File: src/rtl/operand_buffer_pkg.sv
// Shared types and defaults for the operand buffer slice.
package operand_buffer_pkg;
  typedef enum logic {LOAD = 1'b0, STREAM = 1'b1} operand_buffer_state_t;

  localparam int BRAM_DEPTH_DEF = 2;
  localparam int DATA_WIDTH_DEF = 32;

  function automatic int cnt_w(input int depth);
    return $clog2(depth) + 1;
  endfunction
endpackage

File: src/rtl/operand_buffer_if.sv
// Load port, control_unit address stream and compute-side output of the operand buffer.
interface operand_buffer_if
  import operand_buffer_pkg::*;
#(
  parameter int BRAM_DEPTH = BRAM_DEPTH_DEF,
  parameter int DATA_WIDTH = DATA_WIDTH_DEF
);
  logic                  reload;
  logic                  load_valid;
  logic [DATA_WIDTH-1:0] load_data;
  logic                  load_ready;
  logic                  loaded;
  logic                  enable_cu;
  logic                  write_mode;
  logic [BRAM_DEPTH-1:0] address;
  logic                  out_valid;
  logic [DATA_WIDTH-1:0] out_data;
  logic                  out_ready;
  logic                  overflow_err;
  logic                  underrun_err;

  modport master (
    output reload, load_valid, load_data, enable_cu, write_mode, address, out_ready,
    input  load_ready, loaded, out_valid, out_data, overflow_err, underrun_err
  );

  modport slave (
    input  reload, load_valid, load_data, enable_cu, write_mode, address, out_ready,
    output load_ready, loaded, out_valid, out_data, overflow_err, underrun_err
  );
endinterface

File: src/rtl/operand_fifo.sv
// Small synchronous FIFO; head reads as zero while empty.
module operand_fifo
  import operand_buffer_pkg::*;
#(
  parameter int DATA_WIDTH = DATA_WIDTH_DEF,
  parameter int FIFO_DEPTH = 4
) (
  input  logic                        clk,
  input  logic                        reset,
  input  logic                        flush,
  input  logic                        push,
  input  logic [DATA_WIDTH-1:0]       push_data,
  input  logic                        pop,
  output logic [$clog2(FIFO_DEPTH):0] count,
  output logic [DATA_WIDTH-1:0]       head
);
  localparam int AW = $clog2(FIFO_DEPTH);
  localparam int CW = cnt_w(FIFO_DEPTH);
  localparam logic [CW-1:0] FULL = CW'(FIFO_DEPTH);

  logic [FIFO_DEPTH-1:0][DATA_WIDTH-1:0] store;
  logic [AW-1:0] wr_ptr, rd_ptr;
  logic          do_push, do_pop;

  assign do_pop  = pop & (count != '0);
  assign do_push = push & ((count != FULL) | do_pop);
  assign head    = (count != '0) ? store[rd_ptr] : '0;

  always_ff @(posedge clk) begin
    if (reset || flush) begin
      wr_ptr <= '0;
      rd_ptr <= '0;
      count  <= '0;
    end else begin
      if (do_push) wr_ptr <= wr_ptr + 1'b1;
      if (do_pop)  rd_ptr <= rd_ptr + 1'b1;
      count <= count + CW'(do_push) - CW'(do_pop);
    end
  end

  always_ff @(posedge clk) begin
    if (do_push) store[wr_ptr] <= push_data;
  end
endmodule

File: src/rtl/operand_buffer.sv
// Operand store fed by control_unit addresses; registered BRAM read into a credit-checked output FIFO.
module operand_buffer
  import operand_buffer_pkg::*;
#(
  parameter int BRAM_DEPTH = BRAM_DEPTH_DEF,
  parameter int DATA_WIDTH = DATA_WIDTH_DEF,
  parameter int FIFO_DEPTH = 4
) (
  input  logic           clk,
  input  logic           reset,
  operand_buffer_if.slave bus
);
  localparam int CW = cnt_w(FIFO_DEPTH);
  localparam logic [0:0] S_LOAD   = LOAD;
  localparam logic [0:0] S_STREAM = STREAM;
  localparam logic [CW:0] CREDIT_LIM = (CW+1)'(FIFO_DEPTH);

  logic [0:0]            state;
  logic [BRAM_DEPTH-1:0] load_ptr;
  logic [DATA_WIDTH-1:0] mem [2**BRAM_DEPTH];
  logic [DATA_WIDTH-1:0] rd_data;
  logic                  inflight;
  logic [CW-1:0]         fifo_count;
  logic [CW:0]           credit;
  logic                  out_valid, pop, rd_strobe, rd_accept, load_fire;
  logic                  ovf_err, und_err;

  assign bus.load_ready   = (state == S_LOAD);
  assign bus.loaded       = (state == S_STREAM);
  assign bus.out_valid    = out_valid;
  assign bus.overflow_err = ovf_err;
  assign bus.underrun_err = und_err;

  assign out_valid = (fifo_count != '0);
  assign pop       = out_valid & bus.out_ready;
  assign load_fire = bus.load_valid & (state == S_LOAD) & ~bus.reload;
  assign rd_strobe = bus.enable_cu & ~bus.write_mode;

  // The sequencer never stalls, so a read is only taken if the word it lands
  // as can still fit once everything already owed to the FIFO has arrived.
  assign credit    = {1'b0, fifo_count} + {{CW{1'b0}}, inflight} - {{CW{1'b0}}, pop};
  assign rd_accept = (state == S_STREAM) & rd_strobe & ~bus.reload & (credit < CREDIT_LIM);

  always_ff @(posedge clk) begin
    if (reset || bus.reload) begin
      state    <= S_LOAD;
      load_ptr <= '0;
      inflight <= 1'b0;
      ovf_err  <= 1'b0;
      und_err  <= 1'b0;
    end else begin
      inflight <= rd_accept;
      if (load_fire) begin
        load_ptr <= load_ptr + 1'b1;
        if (load_ptr == '1) state <= S_STREAM;
      end
      if ((state == S_LOAD) && rd_strobe)                 und_err <= 1'b1;
      if ((state == S_STREAM) && rd_strobe && !rd_accept) ovf_err <= 1'b1;
    end
  end

  // Memory contents survive reset and reload.
  always_ff @(posedge clk) begin
    if (load_fire) mem[load_ptr] <= bus.load_data;
    if (rd_accept) rd_data <= mem[bus.address];
  end

  operand_fifo #(
    .DATA_WIDTH(DATA_WIDTH),
    .FIFO_DEPTH(FIFO_DEPTH)
  ) u_fifo (
    .clk      (clk),
    .reset    (reset),
    .flush    (bus.reload),
    .push     (inflight),
    .push_data(rd_data),
    .pop      (pop),
    .count    (fifo_count),
    .head     (bus.out_data)
  );
endmodule

File: src/flat_wrapper.sv
// flat-port wrapper written by rule: the top's interface ports become plain ports
module operand_buffer_flat import operand_buffer_pkg::*;
#(
  parameter int BRAM_DEPTH = BRAM_DEPTH_DEF,
  parameter int DATA_WIDTH = DATA_WIDTH_DEF,
  parameter int FIFO_DEPTH = 4
)
  (clk, reset, bus_reload, bus_load_valid, bus_load_data, bus_enable_cu, bus_write_mode, bus_address, bus_out_ready, bus_load_ready, bus_loaded, bus_out_valid, bus_out_data, bus_overflow_err, bus_underrun_err);
  operand_buffer_if #(.BRAM_DEPTH(BRAM_DEPTH), .DATA_WIDTH(DATA_WIDTH)) bus_i ();
  input  logic clk;
  input  logic reset;
  input wire logic [$bits(bus_i.reload)-1:0] bus_reload;
  input wire logic [$bits(bus_i.load_valid)-1:0] bus_load_valid;
  input wire logic [$bits(bus_i.load_data)-1:0] bus_load_data;
  input wire logic [$bits(bus_i.enable_cu)-1:0] bus_enable_cu;
  input wire logic [$bits(bus_i.write_mode)-1:0] bus_write_mode;
  input wire logic [$bits(bus_i.address)-1:0] bus_address;
  input wire logic [$bits(bus_i.out_ready)-1:0] bus_out_ready;
  output wire logic [$bits(bus_i.load_ready)-1:0] bus_load_ready;
  output wire logic [$bits(bus_i.loaded)-1:0] bus_loaded;
  output wire logic [$bits(bus_i.out_valid)-1:0] bus_out_valid;
  output wire logic [$bits(bus_i.out_data)-1:0] bus_out_data;
  output wire logic [$bits(bus_i.overflow_err)-1:0] bus_overflow_err;
  output wire logic [$bits(bus_i.underrun_err)-1:0] bus_underrun_err;
  assign bus_i.reload = bus_reload;
  assign bus_i.load_valid = bus_load_valid;
  assign bus_i.load_data = bus_load_data;
  assign bus_i.enable_cu = bus_enable_cu;
  assign bus_i.write_mode = bus_write_mode;
  assign bus_i.address = bus_address;
  assign bus_i.out_ready = bus_out_ready;
  assign bus_load_ready = bus_i.load_ready;
  assign bus_loaded = bus_i.loaded;
  assign bus_out_valid = bus_i.out_valid;
  assign bus_out_data = bus_i.out_data;
  assign bus_overflow_err = bus_i.overflow_err;
  assign bus_underrun_err = bus_i.underrun_err;
  operand_buffer #(.BRAM_DEPTH(BRAM_DEPTH), .DATA_WIDTH(DATA_WIDTH), .FIFO_DEPTH(FIFO_DEPTH)) u_core (.clk(clk), .reset(reset), .bus(bus_i));
endmodule
File: config.mk
export PLATFORM = sky130hd
export DESIGN_NAME = operand_buffer_flat
export DESIGN_NICKNAME = d
export VERILOG_FILES = /design/src/rtl/operand_buffer_pkg.sv /design/src/rtl/operand_buffer_if.sv /design/src/rtl/operand_fifo.sv /design/src/rtl/operand_buffer.sv /design/src/flat_wrapper.sv
export SDC_FILE = /design/constraint.sdc
export NUM_CORES = 1
export LEC_CHECK = 0
export CAP_MARGIN = 20
export CORE_ASPECT_RATIO = 0.8
export CORE_MARGIN = 5
export CORE_UTILIZATION = 55
export CTS_CLUSTER_DIAMETER = 30
export CTS_CLUSTER_SIZE = 14
export DETAILED_ROUTE_END_ITERATION = 12
export PLACE_DENSITY = 0.81
export SLEW_MARGIN = 20
export SYNTH_ARGS = -nofsm -noshare
export SYNTH_HDL_FRONTEND = slang
export SYNTH_SLANG_ARGS = --single-unit
export TNS_END_PERCENT = 30
File: constraint.sdc
create_clock -name clk -period 4.6 [get_ports clk]
set_input_delay 0.92 -clock clk [delete_from_list [all_inputs] [get_ports clk]]
set_output_delay 0.92 -clock clk [all_outputs]
set_load 0.02 [all_outputs]
==> results_dict.tcl <==
set metrics [dict create \
    worst_path_dominant_cell_family "buffers and inverters" \
    path_cells "buf_4 -> mux4_1 -> and2_1 -> clkdlybuf4s50_1" \
    slowest_stage "mux4_1" \
    first_pass_iteration_count_of_the_detailed_router 4 \
    number_of_warnings_issued_by_yosys 0 \
    drcViolationCount 0 \
    drt-wirelength-per-cell_um 23.7 \
    total_congestion_overflow 0 \
    cts_htree_levels 2 \
    dpl_worst_slack_ps 838 \
    routed_via_density 5.76 \
    worstHoldEndpoint "u_core.u_fifo.store[49]$_DFFE_PP_" \
    path_clk_slew_ps 60 \
    worst_max_slew_pin_slew_ps 816 \
    hold_violation_count_in_the_final_report 0 \
    worst_ir_drop_vdd_mv 0.275 \
    first_global_vias 5678 \
    numClockSinks 301 \
    initialDrtViolationCount 370 \
    hold_path_class "reg2reg" \
    yosysTopAreaCell "edfxtp_1" \
    synth_area_um2 11300 \
    route.vias.total 5227 \
    path_buf_inv 2 \
    timing.final.crit_period_ps 3550 \
    ys_dominant_reg_cell "edfxtp_1" \
    design.portCount 78 \
    hold_path_startpoint "u_core.rd_data[17]$_DFFE_PP_" \
    synthesis.instances 495 \
    resized_cells_post_cts 0 \
    asyncSetResetFlopFracSynth 0 \
    placedCellCount 831 \
    reg2reg_setup_slack_ps 1220 \
    number_of_nets_in_the_synthesized_netlist 550 \
    grt_max_degree 36 \
    max_stage_delay_ps 660 \
    totalWireLength_um 21600 \
    synth_most_common_cell "edfxtp_1" \
    port-buffer-count 77 \
    rows 46 \
    synthTopCellsByCount "edfxtp_1, mux4_2, and2_1" \
    postLayoutSetupSlackWorst_ps 1050 \
    min_path_cells 0 \
    cts-hold-fix-buffers 0 \
    final-instance-count-excl-fill 908 \
    synth.ff_latch_count 301 \
    filler_cells_inserted 1155 \
    hold-worst-slack_ps 497 \
    layout-area-overhead-vs-synth_pct 21.7 \
    setup_repair_after_global_routing_missed_its_margin "no" \
    slew_viol_final 0 \
    grt.total_usage 0.194 \
    worst_setup_path_start_kind "flop" \
    dp_hpwl_um 11500 \
    ctsLongestPathBuffers 3 \
    core_region_area_um2 20000 \
    r2r.worst_path.cells 11 \
    crit_path_end_kind "output pin" \
    pwr_density_cell_nw_per_um2 455 \
    status "complete, no violations" \
    cts_made_buffers 42 \
    worst-path-max-fanout 18 \
    initial_antenna_violation_count 2 \
    antenna-diode-count 0 \
    worst_ep_arrival_time_ps 2630 \
    yosysSeqAreaShare 0.791 \
    edff_count_synth 288 \
    clock_insertion_delay_worst_skew_ps 520 \
    final_min_period_over_clock_period 0.772 \
    die_h_um 138 \
    regToRegEndpoint "u_core.rd_data[17]$_DFFE_PP_" \
    global_route_wire_length_before_repair_um 33600 \
    cts_tree "done" \
    post-cts-setup-buffers 0 \
    data_required_time_of_the_worst_path_ps 3680 \
    timing.setup.tns_ps 0 \
    synthesis.area_per_instance_um2 22.8 \
    p_leak_uw 0.00445 \
    timing.fmax_ghz 0.282 \
    synthDistinctLibCells 35 \
    fin_nets 666 \
    ys_top_cells_by_area "edfxtp_1, mux4_2, and2_1, dfxtp_1, ha_1" \
    floorplan.die_area_um2 23500 \
    synth_largest_type_area_fraction 0.768 \
    finalWeightedCongestion 0.755 \
    origin_of_the_critical_flop_to_flop_path "u_core.u_fifo.count[1]$_SDFF_PP0_" \
    layout-drive-gt1-share 0.231 \
    floorplan.initialDensity 0.564 \
    worst_slew_margin_rel 0.455 \
    cts.root.buffer_cell "clkbuf_16" \
    final-setup-viol-count 0 \
    clock-skew-final_ps 17.7 \
    horizontal_die_dimension_um 170 \
    drv.max_cap_violation_count 0 \
    path_class "reg2out" \
    antenna_violating_nets_post_route 0 \
]
## layer usage
| layer | global-route usage | vias to the layer above | share of wire |
|---|---|---|---|
| met2 | 0.330 | 250 | 0.51 |
| met4 | 0.0687 | 4 | 0.026 |
| li1 | - | 2263 | - |
| met5 | 0 | - | 0.0013 |
| met3 | 0.0513 | 50 | 0.076 |
| met1 | 0.244 | 2660 | 0.39 |
## through the flow
stage	instance area (um2)	power (uW)	utilization
2_1_floorplan	11300	3120	-
3_3_place_gp	12300	3180	0.617
3_5_place_dp	12300	3180	0.617
4_1_cts	13700	6280	0.687
5_1_grt	13700	6440	0.687
6_report	13700	6240	0.687
## how the worst max path moves through the flow
stage                                        end                            startpoint  depth (start not counted)
global route                     bus_out_data[1]  u_core.u_fifo.rd_ptr[0]$_SDFFE_PP0P_                          4
finish                           bus_out_data[1]  u_core.u_fifo.rd_ptr[0]$_SDFFE_PP0P_                          4
detailed placement  u_core.rd_data[17]$_DFFE_PP_                         bus_out_ready                         10
CTS                              bus_out_data[1]  u_core.u_fifo.rd_ptr[0]$_SDFFE_PP0P_                          4
global placement    u_core.rd_data[17]$_DFFE_PP_                         bus_out_ready                         10
floorplan            u_core.rd_data[0]$_DFFE_PP_                         bus_out_ready                          8
## worst reg2reg max path, cell delays in order, from the launching register on
cell,delay (ps)
dfxtp_1,340
or3_1,370
buf_4,250
and2_1,250
ha_1,220
inv_1,70
ha_1,230
and4b_1,200
o21ai_0,260
o2111ai_1,280
nor2_4,130
buf_4,410
## report_power, final
group	total, uW	switching (uW)	internal (uW)
clock network	3110	1200	1910
registers	3010	5.34	3000
logic	119	55.1	64.2
total	6240	1260	4980
## final cells by class
cell class | instances | area [um2] | area share
multi-input cells | 160 | 2160 | 0.158
clock inverters | 31 | 293 | 0.0214
repair buffers | 92 | 878 | 0.0641
well taps | 264 | 330 | 0.0241
flip-flops and latches | 301 | 8910 | 0.650
inverters | 14 | 52.6 | 0.00383
clock buffers | 46 | 1090 | 0.0793
## logic make-up after synthesis
group / share of synthesized area
flops: 0.791
simple gates: 0.0348
mux: 0.130
buf+inv: 0.0179
fa+ha+maj: 0.0162
compound gates: 0.00600
xor+xnor: 0.00389
## flip-flops by register name, indices dropped and copies added (netlist names)
register / cells
u_core.bus.loaded: 1
u_core.bus.overflow_err: 1
u_core.bus.underrun_err: 1
u_core.inflight: 1
u_core.load_ptr: 2
u_core.mem: 128
u_core.rd_data: 32
u_core.u_fifo.count: 3
u_core.u_fifo.rd_ptr: 2
u_core.u_fifo.store: 128
u_core.u_fifo.wr_ptr: 2
## placed cells by master, fill, tap and decap left out, types with 2 or more instances in the layout
| cell type | n |
|---|---|
| and2_1 | 43 |
| nor2_1 | 11 |
| clkbuf_1 | 3 |
| nor3_1 | 2 |
| mux4_1 | 4 |
| ha_1 | 13 |
| bufinv_16 | 3 |
| clkdlybuf4s50_1 | 76 |
| o2111ai_1 | 2 |
| clkbuf_16 | 43 |
| o21a_1 | 2 |
| inv_1 | 14 |
| clkinv_2 | 5 |
| clkinv_1 | 4 |
| edfxtp_1 | 288 |
| xnor2_1 | 4 |
| or3_1 | 2 |
| nand3_1 | 2 |
| inv_6 | 9 |
| buf_4 | 15 |
| dfxtp_1 | 12 |
| inv_8 | 2 |
| clkinvlp_4 | 7 |
| mux4_2 | 60 |
Power figures use the tool's default switching activity.
